===== config.mk =====
export PLATFORM = sky130hd
export DESIGN_NAME = ram_port_arbiter
export DESIGN_NICKNAME = d
export VERILOG_FILES = /design/src/rtl/ram_arb_pkg.sv /design/src/rtl/ram_port_arbiter.sv
export SDC_FILE = /design/constraint.sdc
export NUM_CORES = 1
export LEC_CHECK = 0
export BUFFER_PORTS_ARGS = -buffer_cell sky130_fd_sc_hd__buf_2
export CAP_MARGIN = 20
export CORE_MARGIN = 2
export CORE_UTILIZATION = 41
export DETAILED_ROUTE_END_ITERATION = 8
export PLACE_DENSITY = 0.92
export SYNTH_ARGS = -nofsm -noshare
export SYNTH_HDL_FRONTEND = slang
export SYNTH_SLANG_ARGS = --single-unit

===== constraint.sdc =====
create_clock -name clk -period 6.6 [get_ports clk]
set_input_delay 0 -clock clk [delete_from_list [all_inputs] [get_ports clk]]
set_output_delay 0 -clock clk [all_outputs]
set_load 0.02 [all_outputs]

===== src/rtl/ram_arb_pkg.sv =====
// Shared types for the two-port block-RAM arbiter.
package ram_arb_pkg;

    localparam int NUM_REQ = 2;

    typedef enum logic [1:0] {
        ST_ARB  = 2'd0,
        ST_OWN0 = 2'd1,
        ST_OWN1 = 2'd2
    } arb_state_t;

endpackage


===== src/rtl/ram_port_arbiter.sv =====
// Two-requester arbiter in front of a single-port block RAM: round-robin on ties,
// lockable bursts capped at MAX_BURST accesses, one-cycle read return.
//
// state   | meaning
// --------+-----------------------------------------------------------
// ST_ARB  | no owner; round-robin between requesters, rr_last loses ties
// ST_OWN0 | requester 0 holds a locked burst; requester 1 stalls
// ST_OWN1 | requester 1 holds a locked burst; requester 0 stalls
module ram_port_arbiter
    import ram_arb_pkg::*;
#(
    parameter int RAM_ADDR_BITS = 8,
    parameter int RAM_WIDTH     = 8,
    parameter int MAX_BURST     = 16
) (
    input  logic                     clk,
    input  logic                     rst_sync,
    input  logic [NUM_REQ-1:0]       req,
    input  logic [NUM_REQ-1:0]       lock,
    input  logic [NUM_REQ-1:0]       we,
    input  logic [RAM_ADDR_BITS-1:0] addr0,
    input  logic [RAM_ADDR_BITS-1:0] addr1,
    input  logic [RAM_WIDTH-1:0]     wdata0,
    input  logic [RAM_WIDTH-1:0]     wdata1,
    output logic [NUM_REQ-1:0]       gnt,
    output logic [NUM_REQ-1:0]       rvalid,
    output logic [RAM_WIDTH-1:0]     rdata,
    output logic                     ram_en,
    output logic                     ram_we,
    output logic [RAM_ADDR_BITS-1:0] ram_addr,
    output logic [RAM_WIDTH-1:0]     ram_wdata,
    input  logic [RAM_WIDTH-1:0]     ram_rdata
);

    localparam int CNT_W = $clog2(MAX_BURST + 1) + 2;

    arb_state_t         r_state;
    arb_state_t         w_state_nxt;
    logic               r_rr_last;
    logic               w_rr_last_nxt;
    logic [CNT_W-1:0]   r_burst_cnt;
    logic [CNT_W-1:0]   w_burst_cnt_nxt;
    logic [CNT_W-1:0]   w_cnt_inc;
    logic [NUM_REQ-1:0] r_rvalid;
    logic [NUM_REQ-1:0] w_gnt;
    logic               w_acc;
    logic               w_sel;

    always_comb begin
        w_gnt = '0;
        if (!rst_sync) begin
            case (r_state)
                ST_OWN0: w_gnt[0] = req[0];
                ST_OWN1: w_gnt[1] = req[1];
                default: begin
                    w_gnt[0] = req[0] & (~req[1] | r_rr_last);
                    w_gnt[1] = req[1] & (~req[0] | ~r_rr_last);
                end
            endcase
        end
    end

    assign w_acc     = |w_gnt;
    assign w_sel     = w_gnt[1];
    // An access taken from ST_ARB is the first of a new burst.
    assign w_cnt_inc = ((r_state == ST_ARB) ? '0 : r_burst_cnt) + CNT_W'(1);

    always_comb begin
        w_state_nxt     = r_state;
        w_burst_cnt_nxt = r_burst_cnt;
        w_rr_last_nxt   = r_rr_last;
        if (w_acc) begin
            w_rr_last_nxt = w_sel;
            if (lock[w_sel] && (w_cnt_inc < CNT_W'(MAX_BURST))) begin
                w_state_nxt     = w_sel ? ST_OWN1 : ST_OWN0;
                w_burst_cnt_nxt = w_cnt_inc;
            end else begin
                w_state_nxt     = ST_ARB;
                w_burst_cnt_nxt = '0;
            end
        end else if ((r_state == ST_OWN0 && !req[0] && !lock[0]) ||
                     (r_state == ST_OWN1 && !req[1] && !lock[1])) begin
            w_state_nxt     = ST_ARB;
            w_burst_cnt_nxt = '0;
        end
    end

    always_ff @(posedge clk) begin
        if (rst_sync) begin
            r_state     <= ST_ARB;
            r_rr_last   <= 1'b1;
            r_burst_cnt <= '0;
            r_rvalid    <= '0;
        end else begin
            r_state     <= w_state_nxt;
            r_rr_last   <= w_rr_last_nxt;
            r_burst_cnt <= w_burst_cnt_nxt;
            r_rvalid    <= w_gnt & ~we;
        end
    end

    assign gnt       = w_gnt;
    // A read accepted just before reset must not surface while reset is held.
    assign rvalid    = r_rvalid & {NUM_REQ{~rst_sync}};
    assign rdata     = ram_rdata;
    assign ram_en    = w_acc;
    assign ram_we    = w_acc & we[w_sel];
    assign ram_addr  = w_sel ? addr1 : addr0;
    assign ram_wdata = w_sel ? wdata1 : wdata0;

endmodule


==> summary.md <==
| Metric | Value |
|---|---|
| Outcome | completed |
| Most common cell after layout, fill and taps aside | buf_2 |
| # nets final | roughly 250 |
| Initial Utilization | a little over two fifths |
| Drt wl/cell | 11.1 um |
| Final Skew | about 0.00071 ns |
| R2R depth | 8 |
| Netlist Area Pre-Place | 946 sq um |
| Most frequent cells in the layout | buf_2 (61), nand2_1 (55), dfxtp_1 (12), nor2_1 (9), inv_1 (5) |
| RSZ-0062 raised after global routing | false |
| Achievable clock frequency | about 380 MHz |
| Layout cells sized above 1 | 38.0% |
| Final instance area | between 0.001 and 0.0015 sq mm |
| Final worst path period share | about two fifths |
| Postcts setup bufs | 0 |
| Final hold slack | roughly 0.0000072 ns |
| WHS Path Cells | 0 |
| Clk_lat worst skew | roughly 0.28 ns |
| Syn_nets | 189 |
| Tightest Hold Check Type | in2out |
| Worst endpoint required time | around 6.8 ns |
| ANT nets after route | 0 |
| Distinct cells, synth | 31 |
| TritonCTS clock tree | yes |
| Multi-input logic area | around 590 sq um |
| Clock sinks | 12 |
| Vias per inst | between 4 and 5 |
| Kind of critical path | reg2reg |
| H-tree depth | 1 |
| DRT iter0 DRCs | 18 |
| Final number of max-transition violations | 0 |
| GPL Wtd Cong | approximately 0.85 |
| Max_cap viols | 0 |
| Worst path slowest cell | or3_1 |
| Hold Crit Start | ram_rdata[3] |
| Core region area | 0.00219 sq mm |
| Via count | between 1000 and 1500 |
| Yosys warns | 0 |
| Crit-path cells | inv_1 > ha_1 > and3b_1 > or3_1 > inv_2 > nand2_1 > a21oi_2 > a22o_1 |
| Port buffer count | 61 |
| Die area | 0.00271 sq mm |
| Crit path arrival time | around 2.9 ns |
| CP Capture Type | register |
| R2r setup slk | roughly 4.0 ns |
| Pin count of the biggest net entering global routing | 23 |
| Mapped Cells | around 140 |
| Gr usage total | between 10% and 20% |
| Register area | ~240 sq um |
| Post-DP HPWL | between 1500 and 2000 um |
| Reg2reg end | r_burst_cnt[1] |
| CP max stage delay | between 0.6 and 0.7 ns |
| Syn avg cell area | between 6 and 7 sq um |
| Fillcell total | between 200 and 250 |
| First-pass GRT wire length | a little under 4000 um |
| # diodes | 0 |
| Hold Path Sink | rdata[3] |
| Worst slew pin tran | 0.632 ns |
| Clock buffer count from CTS | 3 |
| Die height | ~52 um |
| Clk root buf | clkbuf_4 |
| Leak | between 0.0007 and 0.0008 uW |
| Die Wd | about 52 um |
| Total Routed Length | around 2400 um |
| Crit path max fanout | 22 |
| Peak VDD IR | about 110 uV |
| Row count | 17 |
| Initial antenna violation count | 0 |
| Area delta synth->final | 33.1% |
| Final routed DRC violation total | 0 |
| Setup tns final | 0 ns |
| Worst Setup Start Kind | register |
| Tmin final | between 2 and 3 ns |
| Sequential area share after synthesis | between 20% and 30% |
| Max clock buf depth | 2 |
| TritonRoute pass-1 iters | 4 |
| Number of global-route vias before repair | 950 |
| Power Density | approximately 170 mW/mm^2 |
| I/O pin cnt | just under 80 |
| Total grt overflow | 0 |
| Post-CTS sizing | 0 |
| Critical R2R Launch | r_state[1] |
| Flops & latches, synth | 12 |
| Cell Area, Placed | between 0.001 and 0.0015 sq mm |
| Final Setup Violations | 0 |
| Clk pin slew, worst setup/hold paths | roughly 0.080 ns |
| Max-slew headroom | between 50% and 60% |
| Fin. Hold Viols | 0 |
[cell type report]
type,count,share of cell area [%]
Clock buffer,4,2.88
Timing Repair Buffer,64,26.6
Tap cell,28,2.78
Sequential cell,12,19.1
Multi-Input combinational cell,106,46.8
Inverter,6,1.79
[metrics by stage]
stage	power, uW	std cells	util [%]	worst slack [ns]
final	210	220	57.5	3.96
after global routing	221	220	57.5	3.75
after CTS	211	220	57.5	3.97
after detailed placement	150	213	54.4	4.00
after global placement	148	213	54.4	4.07
after floorplan	131	137	-	4.49
[layer usage]
metal / global-route usage, % / part of all wire (%) / vias to the layer above
met4: 10.1 / 1.7 / 0
met3: 4.31 / 10 / 5
met2: 34.0 / 48 / 49
li1: - / - / 546
met1: 21.1 / 40 / 458
met5: 0 / 0 / -
[sequential cells by signal, summed over array words and instances (netlist names)]
register,flops
r_rr_last,1
r_rvalid,2
r_burst_cnt,7
r_state,2
[where the power goes]
group / internal, uW / switching [uW]
Combinational: 29.2 / 43.0
Sequential: 75.0 / 2.19
Clock: 33.7 / 26.9
Total: 138 / 72.1
[worst max-delay path by stage]
stage | start | end | slack (ns) | cells after the start
detailed placement | r_state[1] | r_burst_cnt[2] | 4.00 | 8
global placement | r_state[0] | r_burst_cnt[2] | 4.07 | 8
global route | r_state[1] | r_burst_cnt[2] | 3.75 | 8
CTS | r_state[1] | ram_wdata[3] | 3.97 | 8
finish | r_state[1] | r_burst_cnt[1] | 3.96 | 8
floorplan | r_state[0] | r_burst_cnt[2] | 4.49 | 10
[critical path, delay by kind of cell, from the launching register on]
family | cells | cell delay (ns)
AND/OR/NAND/NOR | 3 | 0.99
buffers and inverters | 2 | 0.48
AO/OA/AOI/OAI | 2 | 0.43
flip-flops | 1 | 0.37
adder cells (fa/ha/maj) | 1 | 0.32
[cell families (layout without fill, tap and decap cells)]
kind of cell    Yosys count  in the layout  share of synthesized area [%]
compound gates           13             13                           11.9
buf+inv                  19             74                           12.3
flops                    12             12                           25.4
fa+ha+maj                 4              4                           5.29
xor+xnor                  1              1                          0.926
mux                       1              1                           1.06
simple gates             87             87                           43.1
[Yosys cell counts]
cell type | instances | share of area (%)
dfxtp_1 | 12 | 25
a21oi_1 | 1 | 0.53
nor4_4 | 1 | 2.2
and2_2 | 3 | 2.4
and4b_1 | 2 | 2.1
nor3_1 | 2 | 1.1
o21ai_0 | 1 | 0.53
buf_6 | 1 | 1.2
or3_1 | 1 | 0.66
a211oi_1 | 1 | 0.79
nand3_1 | 4 | 2.1
nor2_1 | 9 | 3.6
and2_1 | 1 | 0.66
a2bb2oi_1 | 2 | 1.9
a21bo_2 | 1 | 1.1
ha_1 | 4 | 5.3
clkbuf_1 | 2 | 0.79
and3b_1 | 1 | 0.93
inv_1 | 5 | 2.0
nor2b_1 | 4 | 2.6
mux2i_1 | 1 | 1.1
nand2b_1 | 3 | 2.0
a21oi_2 | 1 | 0.93
a211o_1 | 1 | 0.93
nand2_1 | 55 | 22
xor2_1 | 1 | 0.93
buf_4 | 10 | 7.9
inv_2 | 1 | 0.40
or3b_1 | 1 | 0.93
a22o_1 | 4 | 3.7
a221oi_2 | 1 | 1.6
[timing repair]
action | CTS | global route
endpoints found under the setup margin | 0 | 0
hold buffers | 3 | 0
endpoints found under the hold margin | 4 | 0
Power figures use the tool's default switching activity.
